[src/rtl/adder_pkg.sv]
// Shared types and parameter checks for the pipelined add/subtract unit.
package adder_pkg;

    typedef enum logic {
        OP_ADD = 1'b0,
        OP_SUB = 1'b1
    } add_op_e;

    typedef struct packed {
        logic carry;
        logic overflow;
        logic zero;
    } add_flags_t;

    // Legal geometry: at least two bits, 1..width slices, and equal-sized slices.
    function automatic bit check_stages(input int width, input int stages);
        return (width >= 2) && (stages >= 1) && (stages <= width) && ((width % stages) == 0);
    endfunction

endpackage

[src/rtl/adder_slice.sv]
// Combinational ripple-carry slice; also exposes the carry entering its top bit
// so the final slice can derive signed overflow.
module adder_slice #(
    parameter int W = 8
) (
    input  logic [W-1:0] a,
    input  logic [W-1:0] b,
    input  logic         cin,
    output logic [W-1:0] s,
    output logic         cout,
    output logic         c_msb_in
);

    logic [W:0] carry_s;

    // Ripple the carry through the slice, bit by bit.
    always_comb begin
        carry_s    = {(W+1){1'b0}};
        s          = {W{1'b0}};
        carry_s[0] = cin;
        for (int i = 0; i < W; i++) begin
            s[i]         = a[i] ^ b[i] ^ carry_s[i];
            carry_s[i+1] = (a[i] & b[i]) | (carry_s[i] & (a[i] ^ b[i]));
        end
    end

    assign cout     = carry_s[W];
    assign c_msb_in = carry_s[W-1];

endmodule

[src/rtl/pipelined_adder_chk.sv]
// Elaboration-time guard on the WIDTH/STAGES geometry of pipelined_adder.
module pipelined_adder_chk
    import adder_pkg::*;
#(
    parameter int WIDTH  = 32,
    parameter int STAGES = 4
) ();

    if (!check_stages(WIDTH, STAGES)) begin : g_bad_params
        $error("pipelined_adder: WIDTH must be >= 2 and divisible by STAGES (1..WIDTH)");
    end

endmodule

[src/rtl/pipelined_adder.sv]
// Pipelined add/subtract unit: the carry chain is cut into STAGES equal slices,
// one register rank per slice, with a single global enable for backpressure.
module pipelined_adder
    import adder_pkg::*;
#(
    parameter int WIDTH  = 32,
    parameter int STAGES = 4
) (
    input  logic             clk,
    input  logic             reset,
    input  logic             in_valid,
    output logic             in_ready,
    input  logic [WIDTH-1:0] in_a,
    input  logic [WIDTH-1:0] in_b,
    input  logic             in_op,
    output logic             out_valid,
    input  logic             out_ready,
    output logic [WIDTH-1:0] out_sum,
    output logic             out_carry,
    output logic             out_overflow,
    output logic             out_zero
);

    localparam int SLICE = WIDTH / STAGES;
    localparam int LAST  = STAGES - 1;

    pipelined_adder_chk #(.WIDTH(WIDTH), .STAGES(STAGES)) u_chk ();

    add_op_e                       op_s;
    logic                          advance_s;
    logic [STAGES-1:0]             valid_r;
    logic [STAGES-1:0]             carry_r;
    logic [WIDTH-1:0]              a_r     [STAGES];
    logic [WIDTH-1:0]              b_r     [STAGES];
    logic [WIDTH-1:0]              sum_r   [STAGES];
    logic                          overflow_r;
    logic                          zero_r;

    logic [WIDTH-1:0]              stg_a_s    [STAGES];
    logic [WIDTH-1:0]              stg_b_s    [STAGES];
    logic [WIDTH-1:0]              stg_sum_s  [STAGES];
    logic [WIDTH-1:0]              stg_next_s [STAGES];
    logic [STAGES-1:0]             stg_cin_s;
    logic [STAGES-1:0][SLICE-1:0]  slice_s;
    logic [STAGES-1:0]             slice_cout_s;
    logic                          last_cmsb_s;
    logic                          overflow_s;
    logic                          zero_s;

    assign op_s      = add_op_e'(in_op);
    assign advance_s = ~valid_r[LAST] | out_ready;
    assign in_ready  = advance_s;

    // Stage operands: stage 0 from the ports (b inverted for SUB), later stages from the previous rank.
    always_comb begin
        stg_a_s[0]   = in_a;
        stg_b_s[0]   = (op_s == OP_SUB) ? ~in_b : in_b;
        stg_cin_s    = {STAGES{1'b0}};
        stg_cin_s[0] = (op_s == OP_SUB) ? 1'b1 : 1'b0;
        stg_sum_s[0] = {WIDTH{1'b0}};
        for (int k = 1; k < STAGES; k++) begin
            stg_a_s[k]   = a_r[k-1];
            stg_b_s[k]   = b_r[k-1];
            stg_cin_s[k] = carry_r[k-1];
            stg_sum_s[k] = sum_r[k-1];
        end
    end

    for (genvar k = 0; k < STAGES; k++) begin : g_stage
        if (k == LAST) begin : g_last
            adder_slice #(.W(SLICE)) u_slice (
                .a        (stg_a_s[k][k*SLICE +: SLICE]),
                .b        (stg_b_s[k][k*SLICE +: SLICE]),
                .cin      (stg_cin_s[k]),
                .s        (slice_s[k]),
                .cout     (slice_cout_s[k]),
                .c_msb_in (last_cmsb_s)
            );
        end else begin : g_mid
            logic cmsb_unused_s;
            adder_slice #(.W(SLICE)) u_slice (
                .a        (stg_a_s[k][k*SLICE +: SLICE]),
                .b        (stg_b_s[k][k*SLICE +: SLICE]),
                .cin      (stg_cin_s[k]),
                .s        (slice_s[k]),
                .cout     (slice_cout_s[k]),
                .c_msb_in (cmsb_unused_s)
            );
        end
    end

    // Merge each stage's freshly computed slice into the partial result it carries along.
    always_comb begin
        for (int k = 0; k < STAGES; k++) begin
            stg_next_s[k]                  = stg_sum_s[k];
            stg_next_s[k][k*SLICE +: SLICE] = slice_s[k];
        end
    end

    // Flags come from the last slice, on the fully assembled result.
    always_comb begin
        overflow_s = last_cmsb_s ^ slice_cout_s[LAST];
        zero_s     = (stg_next_s[LAST] == {WIDTH{1'b0}});
    end

    // Pipeline ranks: everything shifts together when the output side can take a word, else holds.
    always_ff @(posedge clk or posedge reset) begin
        if (reset) begin
            valid_r    <= {STAGES{1'b0}};
            carry_r    <= {STAGES{1'b0}};
            overflow_r <= 1'b0;
            zero_r     <= 1'b0;
            for (int k = 0; k < STAGES; k++) begin
                a_r[k]   <= {WIDTH{1'b0}};
                b_r[k]   <= {WIDTH{1'b0}};
                sum_r[k] <= {WIDTH{1'b0}};
            end
        end else if (advance_s) begin
            valid_r[0] <= in_valid;
            for (int k = 1; k < STAGES; k++) begin
                valid_r[k] <= valid_r[k-1];
            end
            for (int k = 0; k < STAGES; k++) begin
                a_r[k]     <= stg_a_s[k];
                b_r[k]     <= stg_b_s[k];
                sum_r[k]   <= stg_next_s[k];
                carry_r[k] <= slice_cout_s[k];
            end
            overflow_r <= overflow_s;
            zero_r     <= zero_s;
        end
    end

    assign out_valid    = valid_r[LAST];
    assign out_sum      = sum_r[LAST];
    assign out_carry    = carry_r[LAST];
    assign out_overflow = overflow_r;
    assign out_zero     = zero_r;

endmodule

[config.mk]
export PLATFORM = sky130hd
export DESIGN_NAME = pipelined_adder
export DESIGN_NICKNAME = d
export VERILOG_FILES = /design/src/rtl/adder_pkg.sv /design/src/rtl/adder_slice.sv /design/src/rtl/pipelined_adder_chk.sv /design/src/rtl/pipelined_adder.sv
export SDC_FILE = /design/constraint.sdc
export NUM_CORES = 1
export LEC_CHECK = 0
export ABC_AREA = 1
export BUFFER_PORTS_ARGS = -buffer_cell sky130_fd_sc_hd__buf_2
export CORE_ASPECT_RATIO = 0.8
export CORE_MARGIN = 2
export CORE_UTILIZATION = 45
export DETAILED_ROUTE_END_ITERATION = 8
export PLACE_DENSITY = 0.76
export SLEW_MARGIN = 30
export SYNTH_ARGS = -nofsm -noshare
export SYNTH_HDL_FRONTEND = slang
export SYNTH_HIERARCHICAL = 1
export SYNTH_SLANG_ARGS = --single-unit
[constraint.sdc]
create_clock -name clk -period 19.4 [get_ports clk]
set_clock_uncertainty 0.2 [all_clocks]
set_input_delay 3.88 -clock clk [delete_from_list [all_inputs] [get_ports clk]]
set_output_delay 3.88 -clock clk [all_outputs]
set_load 0.005 [all_outputs]
=== Word-level counts from Yosys, hierarchy flattened ===
Index checks and enable logic that the tools add are counted.

* Register bits: 282
* Output and inout port bits: 37
* Bits of input ports: 69

* Bitwise gates (word level): 164
* Reduce and logical (&&, ||, !) cells: 1
* Multiplexer cells: 2

{| class="wikitable"
|+ Operator list
! kind !! number
|-
| $xor A1 B1 Y1 || 65
|-
| $and A1 B1 Y1 || 64
|-
| $or A1 B1 Y1 || 33
|-
| $logic_not A32 Y1 || 1
|-
| $mux W32 || 1
|-
| $not A32 Y32 || 1
|-
| $mux W1 || 1
|-
| $not A1 Y1 || 1
|}

=== Logic depth before layout (Yosys ltp) ===
* Word-level depth: 19
* Gate-level depth with buffers: 17

=== By module ===
The synthesis kept the hierarchy.

{| class="wikitable"
|+ Modules (own cells, without submodules)
! module !! times used !! seq. area each (um^2) !! cells each !! area an instance (um^2)
|-
| pipelined_adder || 1 || 4,654.5 || 778 || 7,389.6
|-
| adder_slice || 4 || 0.0 || 18 || 197.7
|}

=== Worst setup path after synthesis ===
Ideal clock, no wire load.

* Kind: input-to-output
* From: in out_ready
* To: out in_ready
* Setup slack: 10.993 ns
* Stages: 4
* Data arrival time: 4.327 ns
* Data required time: 15.320 ns
* Cell sequence: inv_2 > nand2_4 > buf_2 > buf_2

* Longest elaborated chain between the ends: 1

{| class="wikitable"
|+ Ends and longest elaborated chain
! what !! line !! RTL
|-
| start, declared || pipelined_adder.sv:17 || <nowiki>input logic out_ready,</nowiki>
|-
| $or A1 B1 Y1 || pipelined_adder.sv:51 || <nowiki>assign advance_s = ~valid_r[LAST] | out_ready;</nowiki>
|-
| end, declared || pipelined_adder.sv:12 || <nowiki>output logic in_ready,</nowiki>
|}

Every way passes these cells.

=== Final worst setup path ===
Ends and elaborated chain as after synthesis.

==> flow_metrics.py <==
metrics = {
    "routing": {
        "dr_wl_met2_um": 6780,
        "via_per_inst": 4.65,
        "wire_per_inst_um": 13.0,
        "wl_met1_um": 7450,
        "drtIter0Drc": 353,
        "routed.top_layer": "met4",
        "wl_um": 15300,
        "vias": 5468,
        "ant_nets": 0,
        "drt-pass1-iter-count": 8,
        "wl_met3_um": 777,
        "remaining_drc_errors": 0,
    },
    "clocking": {
        "path_clk_slew_ns": 0.07,
        "clock-sinks": 186,
        "holdBufCountCts": 0,
        "post_cts_buffers": 0,
        "cts_made_buffers": 17,
        "cts_buffer_depth": 2,
        "ctsRootBufferMaster": "clkbuf_16",
        "cts_resized": 0,
        "htree_levels": 4,
        "cts_tree": "yes",
        "worstSkewPairLatency_ns": 0.43,
    },
    "sta": {
        "fin_crit_sh_pct": 45.7,
        "hold_viol": 0,
        "slew_viol_final": 0,
        "finalSetupTns_ns": 0,
        "max_clock_freq_mhz": 113,
        "slew-limit-headroom_pct": 43.4,
        "hold_ws_ns": 0.260,
        "tightest_slew_ns": 0.849,
        "setup_viol": 0,
        "rsz0062_at_grt": "no",
        "fin_ws_ns": 10.53,
        "period_needed_ns": 8.87,
    },
    "global_routing": {
        "grt_max_degree": 120,
        "gr-total-overflow": 0,
        "track_usage_pct": 17.4,
        "first_global_vias": 5297,
        "grt_antenna_before_repair": 0,
        "grt_pass1_wl_um": 26400,
    },
    "cells_and_area": {
        "fillCellCount": 1649,
        "syn_to_final_growth_pct": 14.0,
        "diodes": 0,
        "fin_util_pct": 51.8,
        "multiInputGateArea_um2": 2900,
        "nets": 1034,
        "seq_area_um2": 4650,
        "drive_gt1_share_pct": 17.3,
    },
    "synth": {
        "synth_cell_type_count": 21,
        "netlist_area_um2": 8180,
        "synthesis.nets": 951,
        "yosysWarnings": 6,
        "syn_area_per_cell_um2": 9.62,
        "ys_seq_elements": 186,
        "synthCells": 850,
        "synth-seq-area-share_pct": 56.9,
    },
    "floorplan": {
        "core_area_um2": 18000,
        "num_rows": 44,
        "die_x_um": 155,
        "initial_utilization_pct": 45.4,
        "dieArea_um2": 19300,
        "io_pins": 106,
        "fp.dieH_um": 125,
    },
    "min_path": {
        "hold_start": "valid_r[2]$_DFFE_PP0P_",
        "hold_class": "register to register",
    },
    "worst_setup_path": {
        "cp-end-kind": "output pin",
        "start_kind": "input pin",
        "crit_type": "input pin to output pin",
        "r2r_slack_ns": 15.09,
        "cp_max_fo": 80,
        "r2r-start": "a_r[56]$_DFFE_PP0P_",
        "arrival_ns": 4.79,
        "crit_start": "out_ready",
        "crit_required_ns": 15.32,
    },
    "place": {
        "gp_congestion": 0.785,
        "portBuffers": 105,
        "dp_hpwl_um": 10300,
        "dp_slack_ns": 10.49,
    },
    "power": {
        "power_density_nw_per_um2": 159,
        "leakage_uw": 0.00477,
        "vdd_ir_drop_max_uv": 67.5,
    },
    "run": {
        "drv_cap": 0,
    },
    "run_status": {
        "status": "completed",
    },
}
==> critical path, cell delays in order <==
cell and delay (ns):
buf_2 0.08, inv_2 0.04, nand2_4 0.54, buf_2 0.24
==> per-stage QoR <==
stage / instance area [um^2] / instances / total power (uW)
after global placement: 8740 / 1144 / 1140
after global routing: 9330 / 1176 / 1630
after detailed placement: 8740 / 1144 / 1160
final: 9330 / 1176 / 1490
after floorplan: 8180 / 850 / 1010
after CTS: 9330 / 1176 / 1510
==> synth_stat cells <==
master / count / area, um^2
o21ai_2: 10 / 87.6
xor2_1: 8 / 70.1
a21oi_1: 1 / 5.00
nor2_1: 14 / 52.6
nand2_2: 10 / 62.6
xnor2_1: 25 / 219
o21ai_0: 84 / 420
o21ai_1: 20 / 100
inv_2: 2 / 7.51
nand2_4: 1 / 11.3
buf_6: 11 / 124
nand2_1: 321 / 1200
dfrtp_1: 186 / 4650
buf_2: 19 / 95.1
inv_1: 87 / 327
clkbuf_1: 11 / 41.3
fa_1: 32 / 641
buf_8: 1 / 15.0
buf_4: 2 / 15.0
nand3_1: 3 / 15.0
nand4_1: 2 / 12.5
==> power breakdown <==
| part | switching, uW | internal (uW) | total, uW | leakage, uW |
|---|---|---|---|---|
| clock | 165 | 172 | 337 | 0.000279 |
| sequential | 94.2 | 559 | 653 | 0.00226 |
| combinational | 303 | 193 | 496 | 0.00224 |
==> cell families after synthesis <==
group                      after synthesis  synth area share [%]
DFF                                    186                  56.9
AOI/OAI and AO/OA                      115                  7.49
buffers and inverters                  133                  7.63
xor gates and xnor gates                33                  3.53
adders and majority gates               32                  7.83
and+or+nand+nor                        351                  16.6
==> metal layers <==
layer  vias up  track usage, %
met2       103            25.4
met1      2597            25.5
li1       2749               -
met4         0            6.15
met3        19            4.07
met5         -               0
==> final timing paths <==
kind,depth (start not counted),endpoint
max,4,in_ready
min,2,valid_r[3]$_DFFE_PP0P_
max reg2reg,17,out_zero$_DFFE_PP0P_
min reg2reg,2,valid_r[3]$_DFFE_PP0P_
max in group asynchronous,3,b_r[118]$_DFFE_PP0P_
min in group asynchronous,2,out_sum[3]$_DFFE_PP0P_
==> layout make-up <==
type,instances,area share [%]
Multi-Input combinational cell,531,31.1
Sequential cell,186,49.9
Clock buffer,17,4.56
Tap cell,230,3.08
Inverter,89,3.72
Clock inverter,15,1.70
Timing Repair Buffer,108,5.94
==> sequential cells by signal, summed over array words and instances (netlist names) <==
signal,cells
valid_r,4
a_r,48
b_r,48
out_sum,32
out_overflow,1
out_zero,1
stg_next_s,48
carry_r,4
==> placed cells by master (no fill, tap or decap), types with 2 or more instances in the layout <==
cell        instances
buf_2             104
buf_4               3
clkbuf_16          17
clkinv_4            3
clkinv_8            3
clkinvlp_4          2
dfrtp_1           186
fa_1               32
inv_1              86
inv_6               5
inv_8               4
nand2_1           321
nand2_2            10
nand3_1             3
nand4_1             2
nor2_1             14
o21ai_0            84
o21ai_1            20
o21ai_2            10
xnor2_1            25
xor2_1              8
No activity file was read; power rests on OpenSTA's default activity.
